<file path="src/rtl/cell_processing_pkg.sv">
// Shared cell-processor types: opcodes, user input, pixel format and the
// cell edge length. Imported by the sequencer and its raster counter.
package CellProcessingPkg;

    typedef enum logic [3:0] {
        OP_ADD  = 4'd0,
        OP_SUB  = 4'd1,
        OP_MUL  = 4'd2,
        OP_DIV  = 4'd3,
        OP_ADDI = 4'd4,
        OP_SUBI = 4'd5,
        OP_MULI = 4'd6,
        OP_DIVI = 4'd7,
        OP_AND  = 4'd8,
        OP_OR   = 4'd9,
        OP_XOR  = 4'd10,
        OP_AVG  = 4'd11
    } opcodes_t;

    typedef logic [7:0]  userInput_t;
    typedef logic [23:0] pixel_t;

    localparam int cellN = 3;

    // Opcodes above AVG have no datapath meaning.
    function automatic logic opcode_legal(input logic [3:0] op);
        return op <= 4'(OP_AVG);
    endfunction

endpackage

</file>
<file path="src/rtl/image_processing_pkg.sv">
// Shared image geometry and the sequencer state encoding.
package ImageProcessingPkg;

    localparam int imageWidth   = 640;
    localparam int imageHeighth = 480;

    typedef enum logic [1:0] {
        IDLE  = 2'd0,
        ISSUE = 2'd1,
        DRAIN = 2'd2,
        DONE  = 2'd3
    } seqState_t;

endpackage

</file>
<file path="src/rtl/cell_op_sequencer_raster.sv">
// raster_counter: walks every legal cell-window origin in raster order
// (x first, then y). Used once for request issue and once for result writes.
// Ports:
//   clk, rst_n  clock, asynchronous active-low reset
//   clear       return to origin (0,0); has priority over advance
//   advance     step to the next origin; wraps to (0,0) after the last one
//   x, y        current origin
//   last        current origin is (IMG_W-CELL_N, IMG_H-CELL_N)
module raster_counter #(
    parameter int IMG_W  = 640,
    parameter int IMG_H  = 480,
    parameter int CELL_N = 3
) (
    input  logic       clk,
    input  logic       rst_n,
    input  logic       clear,
    input  logic       advance,
    output logic [9:0] x,
    output logic [8:0] y,
    output logic       last
);

    localparam logic [9:0] X_LAST = 10'(IMG_W - CELL_N);
    localparam logic [8:0] Y_LAST = 9'(IMG_H - CELL_N);

    logic [9:0] x_q, x_d;
    logic [8:0] y_q, y_d;

    always_comb begin
        x_d = x_q;
        y_d = y_q;
        if (clear) begin
            x_d = '0;
            y_d = '0;
        end else if (advance) begin
            if (x_q == X_LAST) begin
                x_d = '0;
                y_d = (y_q == Y_LAST) ? '0 : y_q + 9'd1;
            end else begin
                x_d = x_q + 10'd1;
            end
        end
    end

    always_ff @(posedge clk or negedge rst_n) begin
        if (!rst_n) begin
            x_q <= '0;
            y_q <= '0;
        end else begin
            x_q <= x_d;
            y_q <= y_d;
        end
    end

    assign x    = x_q;
    assign y    = y_q;
    assign last = (x_q == X_LAST) && (y_q == Y_LAST);

endmodule

</file>
<file path="src/rtl/cell_op_sequencer.sv">
// cell_op_sequencer: runs one image-level instruction through the cell
// datapath. Issues one request per legal 3x3 window origin, credit-limits
// in-flight cells, writes each returned pixel to its destination coordinate
// and pulses done once the last result has retired.
// Ports:
//   clk, rst_n                 clock, asynchronous active-low reset
//   start, abort               command pulse (IDLE only) / terminate run
//   opcode, user_input         instruction operands, sampled with start
//   busy, done, err            run status; err is sticky until next accepted start
//   cell_valid/cell_ready      request handshake; cell_x/y/opcode/user payload
//   res_valid, res_pixel       in-order results, no backpressure
//   wr_en, wr_x, wr_y, wr_pixel destination write port, one cycle after res_valid
//   stall_cnt                  only with CELL_SEQ_STALL_CNT_EN defined
// Handshake: a request transfers on any rising edge where cell_valid and
// cell_ready are both high; while cell_valid is high and cell_ready is low the
// payload holds. cell_valid only drops without a transfer on abort.
module cell_op_sequencer
    import CellProcessingPkg::*;
    import ImageProcessingPkg::*;
#(
    parameter int IMG_W        = imageWidth,
    parameter int IMG_H        = imageHeighth,
    parameter int CELL_N       = cellN,
    parameter int MAX_INFLIGHT = 4
) (
    input  logic        clk,
    input  logic        rst_n,
    input  logic        start,
    input  logic        abort,
    input  logic [3:0]  opcode,
    input  logic [7:0]  user_input,
    output logic        busy,
    output logic        done,
    output logic        err,
    output logic        cell_valid,
    input  logic        cell_ready,
    output logic [9:0]  cell_x,
    output logic [8:0]  cell_y,
    output logic [3:0]  cell_opcode,
    output logic [7:0]  cell_user,
    input  logic        res_valid,
    input  logic [23:0] res_pixel,
`ifdef CELL_SEQ_STALL_CNT_EN
    output logic [31:0] stall_cnt,
`endif
    output logic        wr_en,
    output logic [9:0]  wr_x,
    output logic [8:0]  wr_y,
    output logic [23:0] wr_pixel
);

    localparam logic [3:0] MAX_CR = 4'(MAX_INFLIGHT);

    seqState_t  state_q, state_d;
    logic [3:0] credit_q, credit_d;
    logic       busy_q, done_q, err_q, cell_valid_q, wr_en_q;
    logic [3:0] opcode_q;
    userInput_t user_q;
    pixel_t     wr_pixel_q;
    logic [9:0] wr_x_q;
    logic [8:0] wr_y_q;

    logic       xfer, res_take, start_ok, start_bad;
    logic [9:0] iss_x, wc_x;
    logic [8:0] iss_y, wc_y;
    logic       iss_last, unused_wr_last;

    assign xfer      = cell_valid_q && cell_ready;
    // A result with no credit outstanding cannot belong to any request.
    assign res_take  = res_valid && (credit_q != 4'd0);
    // abort beats a simultaneous start in IDLE.
    assign start_ok  = (state_q == IDLE) && start && !abort && opcode_legal(opcode);
    assign start_bad = (state_q == IDLE) && start && !abort && !opcode_legal(opcode);

    raster_counter #(.IMG_W(IMG_W), .IMG_H(IMG_H), .CELL_N(CELL_N)) u_issue_cnt (
        .clk     (clk),
        .rst_n   (rst_n),
        .clear   (start_ok),
        .advance (xfer),
        .x       (iss_x),
        .y       (iss_y),
        .last    (iss_last)
    );

    raster_counter #(.IMG_W(IMG_W), .IMG_H(IMG_H), .CELL_N(CELL_N)) u_write_cnt (
        .clk     (clk),
        .rst_n   (rst_n),
        .clear   (start_ok),
        .advance (res_take),
        .x       (wc_x),
        .y       (wc_y),
        .last    (unused_wr_last)
    );

    always_comb begin
        credit_d = credit_q;
        if (xfer && !res_take) begin
            credit_d = credit_q + 4'd1;
        end else if (!xfer && res_take) begin
            credit_d = credit_q - 4'd1;
        end
    end

    // In DRAIN, credit_q reaching zero means the final result was taken on
    // the previous edge, so its wr_en is already out; DONE follows next edge.
    // abort in DONE is moot: the instruction has already completed.
    always_comb begin
        state_d = state_q;
        case (state_q)
            IDLE:    if (start_ok) state_d = ISSUE;
            ISSUE:   if (abort || (xfer && iss_last)) state_d = DRAIN;
            DRAIN:   if (credit_q == 4'd0) state_d = DONE;
            DONE:    state_d = IDLE;
            default: state_d = IDLE;
        endcase
    end

    // Outputs are registered from next-state values, so a credit freed by a
    // same-cycle result reopens cell_valid only on the following cycle.
    always_ff @(posedge clk or negedge rst_n) begin
        if (!rst_n) begin
            state_q      <= IDLE;
            credit_q     <= '0;
            busy_q       <= 1'b0;
            done_q       <= 1'b0;
            err_q        <= 1'b0;
            cell_valid_q <= 1'b0;
            wr_en_q      <= 1'b0;
            opcode_q     <= '0;
            user_q       <= '0;
            wr_pixel_q   <= '0;
            wr_x_q       <= '0;
            wr_y_q       <= '0;
        end else begin
            state_q      <= state_d;
            credit_q     <= credit_d;
            busy_q       <= (state_d == ISSUE) || (state_d == DRAIN);
            done_q       <= (state_d == DONE);
            cell_valid_q <= (state_d == ISSUE) && (credit_d < MAX_CR);
            wr_en_q      <= res_take;
            if (res_take) begin
                wr_pixel_q <= res_pixel;
                wr_x_q     <= wc_x;
                wr_y_q     <= wc_y;
            end
            if (start_ok) begin
                opcode_q <= opcode;
                user_q   <= user_input;
                err_q    <= 1'b0;
            end else if (start_bad) begin
                err_q    <= 1'b1;
            end
        end
    end

`ifdef CELL_SEQ_STALL_CNT_EN
    logic [31:0] stall_q;

    // Counts ISSUE cycles lost either to downstream backpressure or to
    // exhausted credits; saturates and holds after the run.
    always_ff @(posedge clk or negedge rst_n) begin
        if (!rst_n) begin
            stall_q <= '0;
        end else if (start_ok) begin
            stall_q <= '0;
        end else if ((state_q == ISSUE) && (stall_q != '1) &&
                     ((cell_valid_q && !cell_ready) ||
                      (!cell_valid_q && (credit_q >= MAX_CR)))) begin
            stall_q <= stall_q + 32'd1;
        end
    end

    assign stall_cnt = stall_q;
`endif

    assign busy        = busy_q;
    assign done        = done_q;
    assign err         = err_q;
    assign cell_valid  = cell_valid_q;
    assign cell_x      = iss_x;
    assign cell_y      = iss_y;
    assign cell_opcode = opcode_q;
    assign cell_user   = user_q;
    assign wr_en       = wr_en_q;
    assign wr_x        = wr_x_q;
    assign wr_y        = wr_y_q;
    assign wr_pixel    = wr_pixel_q;

endmodule
</file>
<file path="config.mk">
export PLATFORM = sky130hd
export DESIGN_NAME = cell_op_sequencer
export DESIGN_NICKNAME = d
export VERILOG_FILES = /design/src/rtl/cell_processing_pkg.sv /design/src/rtl/image_processing_pkg.sv /design/src/rtl/cell_op_sequencer_raster.sv /design/src/rtl/cell_op_sequencer.sv
export SDC_FILE = /design/constraint.sdc
export NUM_CORES = 1
export LEC_CHECK = 0
export BUFFER_PORTS_ARGS = -buffer_cell sky130_fd_sc_hd__buf_2
export CORE_ASPECT_RATIO = 0.6
export CORE_MARGIN = 10
export CORE_UTILIZATION = 53
export DETAILED_ROUTE_END_ITERATION = 6
export PLACE_DENSITY_LB_ADDON = 0.08
export RECOVER_POWER = 25
export REMOVE_ABC_BUFFERS = 1
export SLEW_MARGIN = 15
export SYNTH_ARGS = -nofsm -noshare
export SYNTH_HDL_FRONTEND = slang
export SYNTH_SLANG_ARGS = --single-unit
</file>
<file path="constraint.sdc">
create_clock -name clk -period 3.1 [get_ports clk]
set_clock_uncertainty 0.05 [all_clocks]
set_input_delay 0.31 -clock clk [delete_from_list [all_inputs] [get_ports clk]]
set_output_delay 0.31 -clock clk [all_outputs]
set_load 0.05 [all_outputs]
</file>
[Word-level counts from Yosys, hierarchy flattened]
Cells that the tools add are included.
Storage, ports and cells
  flip-flop bits (word level): 104
  bits of input ports: 42
  output and inout port bits: 79
  logic and storage cells: 83
Operators by class
  add/sub/neg operators: 6
  order comparisons: 2
  equal/unequal tests: 10
  muxes and demuxes: 22
  reduce and logical (&&, ||, !) cells: 27
Operator list (count)
  2-to-1 mux 9 bit: 8
  2-to-1 mux 10 bit: 6
  adder 10 x 1 -> 10 bit, second input constant: 2
  equality test 10 bit, second input constant: 2
  adder 9 x 1 -> 9 bit, second input constant: 2
  equality test 9 bit, second input constant: 2
  logical AND 1 bit: 11
  nonzero test 2 bit: 5
  equality test 2 bit, second input constant: 4
  2-to-1 mux 4 bit: 2
  one-hot mux 2 bit (4 select lines): 1
  2-to-1 mux 2 bit: 3
  adder 4 x 1 -> 4 bit, second input constant: 1
  equality test 2 x 1 -> 1 bit, second input constant: 2
  less-or-equal comparator 4 bit, second input constant: 1
  logical NOT 1 bit: 4
  logical NOT 4 bit: 1
  less-than comparator 4 x 3 -> 1 bit, second input constant: 1
  AND reduction 2 bit: 2
  nonzero test 4 bit: 1
  subtractor 4 x 1 -> 4 bit, second input constant: 1
  logical NOT 2 bit: 1
  logical OR 1 bit: 2
  2-to-1 mux 1 bit: 2

[Longest topological paths before layout]
Gate-level depths: netlist (run 1).
  depth after elaboration: 8
  mapped depth: 11
  depth with buffers taken out: 10

[Hierarchy]
A second synthesis (run 1) with hierarchy kept.
Second synthesis, totals
  cells, all modules: 416
  area total of the unflattened synthesis: 4872.2 um^2
Modules (own cells, without submodules)
  cell_op_sequencer: times used 1, cells an instance 176, area an instance 2672.6 um^2, seq. area each 1651.6 um^2
  raster_counter at u_issue_cnt: times used 1, cells an instance 121, area an instance 1108.6 um^2, seq. area each 475.5 um^2
  raster_counter at u_write_cnt: times used 1, cells an instance 119, area an instance 1091.0 um^2, seq. area each 475.5 um^2

[Worst setup path after synthesis (run 1)]
Ideal clock, no wire load.
  kind: register to register
  start: register credit_q[0]
  end: register cell_valid_q, in the netlist cell_valid
  setup time: 0.086 ns
  arrival: 2.289 ns
  required time: 2.964 ns
  slack: 0.675 ns
  cell stages (with the launch flop): 12
  buffers on the path: 1
  period minus slack after synthesis: 2.425 ns
  path through: dfrtp_1 -> inv_1 -> ha_1 -> or3b_2 -> nand2_1 -> clkinv_1 -> clkbuf_1 -> ha_1 -> nand2b_1 -> o41ai_1 -> xor2_1 -> nor3_1
Between the ends
  longest elaborated chain between the ends: 7
  elaborated cells on any way between the ends: 15
  those cells by class: 2 x add/sub; 1 x order compare; 1 x eq/ne; 4 x mux; 7 x reduce/logical
RTL lines
  start, declared: RTL line cell_op_sequencer.sv:55  | logic [3:0] credit_q, credit_d;
  start signal, assigned: RTL line cell_op_sequencer.sv:136  | credit_q <= credit_d;
  nonzero test 4 bit *: RTL line cell_op_sequencer.sv:70  | assign res_take = res_valid && (credit_q != 4'd0);
  logical AND 1 bit *: RTL line cell_op_sequencer.sv:70
  via res_take: RTL line cell_op_sequencer.sv:63  | logic xfer, res_take, start_ok, start_bad;
  logical AND 1 bit / logical NOT 1 bit (equally long branches): RTL line cell_op_sequencer.sv:99, cell_op_sequencer.sv:97
  2-to-1 mux 4 bit / logical AND 1 bit (equally long branches): RTL line cell_op_sequencer.sv:99, cell_op_sequencer.sv:97
  2-to-1 mux 4 bit *: RTL line cell_op_sequencer.sv:97  | if (xfer && !res_take) begin
  via credit_d[3]: RTL line cell_op_sequencer.sv:55
  less-than comparator 4 x 3 -> 1 bit *: RTL line cell_op_sequencer.sv:139  | cell_valid_q <= (state_d == ISSUE) && (credit_d < MAX_CR);
  logical AND 1 bit *: RTL line cell_op_sequencer.sv:139
  end signal, assigned: RTL line cell_op_sequencer.sv:139
  end, declared: RTL line cell_op_sequencer.sv:56  | logic busy_q, done_q, err_q, cell_valid_q, wr_en_q;
The timed path passes the listed nets; every way through them passes the cells marked *.
A chain may end at the register's enable or synchronous reset.

[Final worst setup path (run 1)]
  start: register u_issue_cnt.x_q[1], in the netlist u_issue_cnt.x[1]
  end: register cell_valid_q, in the netlist cell_valid
Between the ends
  longest elaborated chain between the ends: 8
RTL lines
  start, declared: RTL line cell_op_sequencer_raster.sv:26  | logic [9:0] x_q, x_d;
  start signal, assigned: RTL line cell_op_sequencer_raster.sv:47  | x_q <= '0;
  start signal, assigned: RTL line cell_op_sequencer_raster.sv:50  | x_q <= x_d;
  equality test 10 bit: RTL line cell_op_sequencer_raster.sv:57  | assign last = (x_q == X_LAST) && (y_q == Y_LAST);
  logical AND 1 bit: RTL line cell_op_sequencer_raster.sv:57
  logical AND 1 bit: RTL line cell_op_sequencer.sv:111  | ISSUE: if (abort || (xfer && iss_last)) state_d = DRAIN;
  logical OR 1 bit: RTL line cell_op_sequencer.sv:111
  2-to-1 mux 2 bit: RTL line cell_op_sequencer.sv:111
  one-hot mux 2 bit (4 select lines): RTL line cell_op_sequencer.sv:109  | case (state_q)
  via state_d[0]: RTL line cell_op_sequencer.sv:54  | seqState_t state_q, state_d;
  equality test 2 x 1 -> 1 bit: RTL line cell_op_sequencer.sv:139
  logical AND 1 bit: RTL line cell_op_sequencer.sv:139
The timed path passes the listed nets, and every way through them passes these cells.

==> results of run 1 <==
cell families (layout without fill, tap and decap cells):
kind of cell,count (synthesis),in the layout,share of synthesized area [%]
AND/OR/NAND/NOR,295,295,28.39
flip-flops,104,104,53.20
buffers and inverters,37,161,3.376
AO/OA/AOI/OAI,83,83,10.72
adder cells (fa/ha/maj),14,14,3.581
XOR/XNOR,3,3,0.5372
multiplexers,1,1,0.2046
Yosys cell counts (all sizes together) (2+ instances only):
cell type  instances  area (um2)
a211oi             4       30.03
a21oi             25       140.1
a22oi              2       15.01
a31oi              2       12.51
and2               3       21.27
and3               7       45.05
buf                3       27.52
clkbuf            17       73.82
dfrtp            104        2603
ha                14       175.2
inv               16       60.06
nand2            193       724.4
nand2b             3       18.77
nand3             20       100.1
nand3b             2       15.01
nand4             11       68.82
nor2              13       48.80
nor3               2       10.01
nor4               4       25.02
o2111ai            3       26.28
o211ai             4       30.03
o21ai             21       105.1
o21bai             2       15.01
o221ai             3       26.28
o22ai              6       37.54
o31a               2       17.52
o31ai              6       45.04
or2                2       12.51
or3               14       90.08
or4                9       75.07
or4b               2       20.02
xor2               3       26.28
metrics by stage:
step,setup WS (ps),std cells,power (mW)
after global placement,885.2,761,3.831
final,728.2,777,4.961
after global routing,436.8,777,5.273
after detailed placement,739.7,761,3.881
after floorplan,-900.3,517,3.314
after CTS,742.1,777,5.018
registers in the layout, summed over array words and instances (netlist names), 2 cells and up:
signal and cells:
u_write_cnt.x 10, wr_pixel 24, cell_opcode 4, state_q 2
wr_x 10, u_issue_cnt.x 10, wr_y 9, cell_user 8
u_issue_cnt.y 9, credit_q 4, u_write_cnt.y 9
layer usage:
| metal | track usage [%] | vias to the layer above | wire [um] |
|---|---|---|---|
| li1 | - | 2090 | - |
| met1 | 24.11 | 2041 | 5490 |
| met2 | 28.15 | 108 | 5450 |
| met3 | 5.614 | 11 | 973 |
| met4 | 4.738 | 0 | 105 |
| met5 | 0 | - | 0 |
power by group:
part           switching [mW]  total [mW]  internal [mW]
Combinational            1.49        1.93          0.434
Clock                   0.486        1.13          0.647
Sequential              0.228        1.90           1.67
path summary, 6_finish.rpt:
path,startpoint,to,slack [ps],depth (start not counted)
max,u_issue_cnt.x[1],cell_valid,730,10
min,res_pixel[15],wr_pixel[15],100,3
max reg2reg,u_issue_cnt.x[1],cell_valid,730,10
min reg2reg,wr_y[5],wr_y[5],420,2
max in group asynchronous,rst_n,u_write_cnt.x[4],970,2
min in group asynchronous,rst_n,cell_user[6],270,1
layout make-up:
| cell class | count | area, um2 | area share [%] |
|---|---|---|---|
| Timing Repair Buffer | 128 | 658.1 | 11.17 |
| Sequential cell | 104 | 2603 | 44.16 |
| Multi-Input combinational cell | 396 | 2125 | 36.05 |
| Tap cell | 116 | 145.1 | 2.463 |
| Clock inverter | 5 | 56.30 | 0.9554 |
| Inverter | 17 | 63.81 | 1.083 |
| Clock buffer | 11 | 242.7 | 4.119 |
cell usage in the layout (no fill, tap or decap), drive strengths merged, types with 2 or more instances in the layout:
| cell | instances |
|---|---|
| nand2 | 193 |
| buf | 126 |
| dfrtp | 104 |
| a21oi | 25 |
| o21ai | 21 |
| nand3 | 20 |
| inv | 16 |
| ha | 14 |
| or3 | 14 |
| nor2 | 13 |
| clkbuf | 13 |
| nand4 | 11 |
| or4 | 9 |
| and3 | 7 |
| o31ai | 6 |
| o22ai | 6 |
| o211ai | 4 |
| nor4 | 4 |
| a211oi | 4 |
| clkinv | 4 |
| nand2b | 3 |
| xor2 | 3 |
| o2111ai | 3 |
| o221ai | 3 |
| and2 | 3 |
| o21bai | 2 |
| or4b | 2 |
| nor3 | 2 |
| or2 | 2 |
| o31a | 2 |
| nand3b | 2 |
| a31oi | 2 |
| a22oi | 2 |
tightest hold or removal path: cells and delay by family:
kind                   cells  cell delay (ps)
and+or+nand+nor            2               80
buffers and inverters      1               70
==> results.sh, run 1 <==
export IMPL_max_cap_viol_count=1
export IMPL_status="finished, violations left"
export IMPL_setup_viol=0
export IMPL_worstSkewPairLatency_ps=340
export IMPL_track_usage_pct=18.08
export IMPL_fin_nets=712
export IMPL_rows=27
export IMPL_nFillCells=799
export IMPL_yosysWarningCount=0
export IMPL_routed_wl_um=12020
export IMPL_synth_flop_cell="dfrtp_1"
export IMPL_design_area_um2=5893
export IMPL_drt_iter0_markers=395
export IMPL_whs_ps=101.2
export IMPL_rsz0062_at_grt="false"
export IMPL_placed_cell_area_um2=5612
export IMPL_drtPass1Iterations=4
export IMPL_start_kind="flip-flop"
export IMPL_start_util_pct=53.83
export IMPL_post_cts_buffers=0
export IMPL_antenna_cells=0
export IMPL_tightest_slew_ps=1519
export IMPL_drc=0
export IMPL_synth_edf_count=0
export IMPL_critPathBufInv=3
export IMPL_grt_start_max_net_pins=63
export IMPL_synth_cells=537
export IMPL_path_cells="inv_1 > ha_1 > and4bb_2 > nand4b_1 > buf_4 > o21bai_1 > o31ai_1 > ha_1 > inv_1 > nor3_1"
export IMPL_cts_hold_buf=0
export IMPL_fp_dieArea_um2=13600
export IMPL_antenna_found_initial=0
export IMPL_cp_slowest_cell="dfrtp_1"
export IMPL_cts_inserted_buffers=9
export IMPL_numPortBuffers=120
export IMPL_htreeDepth=3
export IMPL_cts_tree="yes"
export IMPL_die_w_um=144.0
export IMPL_detail_route_antenna_nets=0
export IMPL_worstPathRequired_ps=3310
export IMPL_wl_per_cell_um=15.47
export IMPL_fin_crit_ps=2372
export IMPL_cts_sinks=104
export IMPL_ios=121
export IMPL_coreArea_um2=9087
export IMPL_post_route_period_util_pct=76.51
export IMPL_power_density_nw_per_um2=841.8
export IMPL_critPathArrivalTime_ps=2580
export IMPL_cts_resized_gates=0
export IMPL_fin_util_pct=64.85
export IMPL_ir_worst_vdd_uv=460.4
export IMPL_hp_class="primary input to flip-flop"
export IMPL_drive_above_1_share_pct=24.21
export IMPL_grt_pass1_vias=4021
export IMPL_grt_pass1_wl_um=20050
export IMPL_hold_viol=0
export IMPL_critPathCaptureType="flip-flop"
export IMPL_clock_fmax_mhz=421.6
export IMPL_clockRootBuffer="clkbuf_16"
export IMPL_worst_setup_path_type="flip-flop to flip-flop"
export IMPL_violations="capacitance limit, slew limit"
export IMPL_maxSlewViolCount=63
export IMPL_synth_distinct_cells=55
export IMPL_cp_top_family="compound AO/OA/AOI/OAI gates"
export IMPL_max_slew_margin_pct=-1.287
export IMPL_overflow=0
export IMPL_ys_async_sr_fraction_pct=100.0
export IMPL_routed_via_count=4250
export IMPL_post_synth_cell_area_avg_um2=9.110
export IMPL_clockBufferDepth=2
export IMPL_cp_max_fo=15
export IMPL_totalNegativeSetupSlack_ps=0
export IMPL_synth_ff_latch_count=104
export IMPL_place_congestion=0.8687
export IMPL_area_growth_syn_to_layout_pct=20.46
export IMPL_crit_path_max_incr_delay_ps=470
export IMPL_yosysSeqAreaShare_pct=53.20
export IMPL_die_h_um=94.42
export IMPL_vias_per_cell=5.470
export IMPL_synthesis_area_um2=4892
export IMPL_power_leakage_nw=3.056
export IMPL_clkTransAtPathRegs_ps=70
export IMPL_hpwl_um=8720
No activity file was read; power rests on OpenSTA's default activity.
==> run 2, diff against run 1 <==
Settings changed: CORE_UTILIZATION 53 to 48.
Clock period 3.1 ns to 1.95 ns, I/O delays scaled along.
==> run 2 against run 1 <==
  * The run ends with setup timing left
  * Largest power group unchanged
  * First-iteration DRC count is 19% lower
  * Non-clock buffer count is 99 higher
  * Critical path depth is 4 lower
  * Sequential cell count stayed put
  * Highest routed layer unchanged
  * Die area is 8.6% higher
  * Power is 77% higher
  * Maximum frequency is 19% higher
  * Sequential power is 54% higher
  * Global-route usage is 0.28 points higher
==> results.sh, run 2 (same netlist as run 1, synthesis figures left out) <==
export IMPL_status="finished, violations left"
export IMPL_violations="setup timing"
export IMPL_holdCritStartpoint="res_pixel[9]"
export IMPL_post_route_period_util_pct=102.5
export IMPL_ir_worst_vdd_uv=928.7
export IMPL_area_growth_syn_to_layout_pct=43.84
export IMPL_pre_cts_ws_ps=-322.1
export IMPL_track_usage_pct=18.36
export IMPL_clkTransAtPathRegs_ps=70
export IMPL_worstSkewPairLatency_ps=350
export IMPL_fin_crit_ps=1999
export IMPL_grt_pass1_wl_um=22490
export IMPL_cp_max_fo=3
export IMPL_layout_common_cells="nand2_1, buf_2, dfrtp_1, buf_4, dlygate4sd3_1"
export IMPL_path_cells="inv_2 > ha_4 > nor3b_4 > or4_4 > or4_4 > a21oi_2"
export IMPL_layout_commonest_cell="nand2_1"
export IMPL_place_congestion=0.8798
export IMPL_start_kind="flip-flop"
export IMPL_hold_viol=0
export IMPL_largest_reg_flops=24
export IMPL_routed_via_count=4654
export IMPL_cts_tree="yes"
export IMPL_max_slew_margin_pct=40.20
export IMPL_rows=28
export IMPL_start_util_pct=49.34
export IMPL_design_area_um2=7037
export IMPL_dpl_cell_count=835
export IMPL_drive_above_1_share_pct=36.05
export IMPL_wl_per_cell_um=15.69
export IMPL_drtPass1Iterations=5
export IMPL_die_w_um=150.3
export IMPL_grt_pass1_vias=4404
export IMPL_critPathCaptureType="flip-flop"
export IMPL_ios=121
export IMPL_critPathArrivalTime_ps=2230
export IMPL_fin_nets=811
export IMPL_critPathLaunch="credit_q[1]"
export IMPL_fin_util_pct=70.97
export IMPL_drc=0
export IMPL_max_cap_viol_count=0
export IMPL_final_setup_worst_slack_ps=-49.19
export IMPL_numPortBuffers=120
export IMPL_fp_dieArea_um2=14760
export IMPL_maxSlewViolCount=0
export IMPL_power_density_nw_per_um2=1247
export IMPL_detail_route_antenna_nets=0
export IMPL_hp_class="primary input to flip-flop"
export IMPL_clockBufferDepth=2
export IMPL_critPathMostFrequentCell="or4_4"
export IMPL_hpwl_um=9601
export IMPL_clock_fmax_mhz=500.2
export IMPL_grt_start_max_net_pins=47
export IMPL_vias_per_cell=5.200
export IMPL_cts_sinks=104
export IMPL_finalNonFillerCells=895
export IMPL_crit_path_max_incr_delay_ps=530
export IMPL_placed_cell_area_um2=6048
export IMPL_worstPathRequired_ps=2180
export IMPL_cts_inserted_buffers=9
export IMPL_power_leakage_nw=3.585
export IMPL_antenna_cells=0
export IMPL_tightest_slew_ps=897.0
export IMPL_antenna_found_initial=0
export IMPL_htreeDepth=3
export IMPL_rsz0062_at_grt="true"
export IMPL_worst_setup_path_type="flip-flop to flip-flop"
export IMPL_cp_slowest_cell="or4_4"
export IMPL_routed_wl_um=14040
export IMPL_clockRootBuffer="clkbuf_16"
export IMPL_coreArea_um2=9915
export IMPL_r2r_start="credit_q[1]"
export IMPL_overflow=0
export IMPL_drt_iter0_markers=319
export IMPL_setup_viol=5
export IMPL_p_total_mw=8.772
export IMPL_die_h_um=98.20
-- run 2: layout make-up --
type,instances,area [um2]
Clock buffer,9,225.2
Clock inverter,7,77.57
Fill cell,762,2878
Inverter,17,66.31
Multi-Input combinational cell,396,2366
Sequential cell,104,2603
Tap cell,135,168.9
Timing Repair Buffer,227,1530
-- run 2: routing by layer --
metal | routed length (um) | global-route usage [%] | vias up
met5 | 0 | 0 | -
met4 | 117 | 4.167 | 0
met3 | 837 | 4.516 | 14
met2 | 6738 | 29.11 | 137
met1 | 6346 | 24.75 | 2224
li1 | - | - | 2279
-- run 2: final timing paths --
check	cells after the start	slack, ps	endpoint
max in group asynchronous	3	210	cell_user[7]
hold reg to reg	2	420	wr_pixel[22]
min in group asynchronous	2	460	wr_pixel[22]
setup / recovery	6	-50	u_write_cnt.y[5]
hold / removal	3	3	wr_pixel[9]
setup reg to reg	6	-50	u_write_cnt.y[5]
-- run 2: what timing repair did --
action	in CTS	in global routing
endpoints found under the setup margin	66	70
hold buffers	31	0
gates cloned	0	1
endpoints found under the hold margin	65	0
resized for setup	20	63
pin swaps	7	18
buffers inserted	5	8
-- run 2: metrics by stage --
stage               hold WS [ps]  TNS (ps)
finish                     2.896    -124.7
global route               5.001     -3540
detailed placement         137.6     -3396
global placement           139.6    -656.1
floorplan                 -150.6    -77840
CTS                        3.099    -80.01
-- run 2: critical path, delay by kind of cell (launching register included) --
family                     cells  cell delay [ps]
AOI/OAI and AO/OA              1              140
buffers and inverters          1               60
adders and majority gates      1              160
DFF                            1              360
and+or+nand+nor                3             1160
-- run 2: power breakdown --
group	total (mW)	switching, mW	internal, mW
Combinational	4.01	2.78	1.22
Sequential	2.92	0.265	2.66
Clock	1.84	0.835	1.01
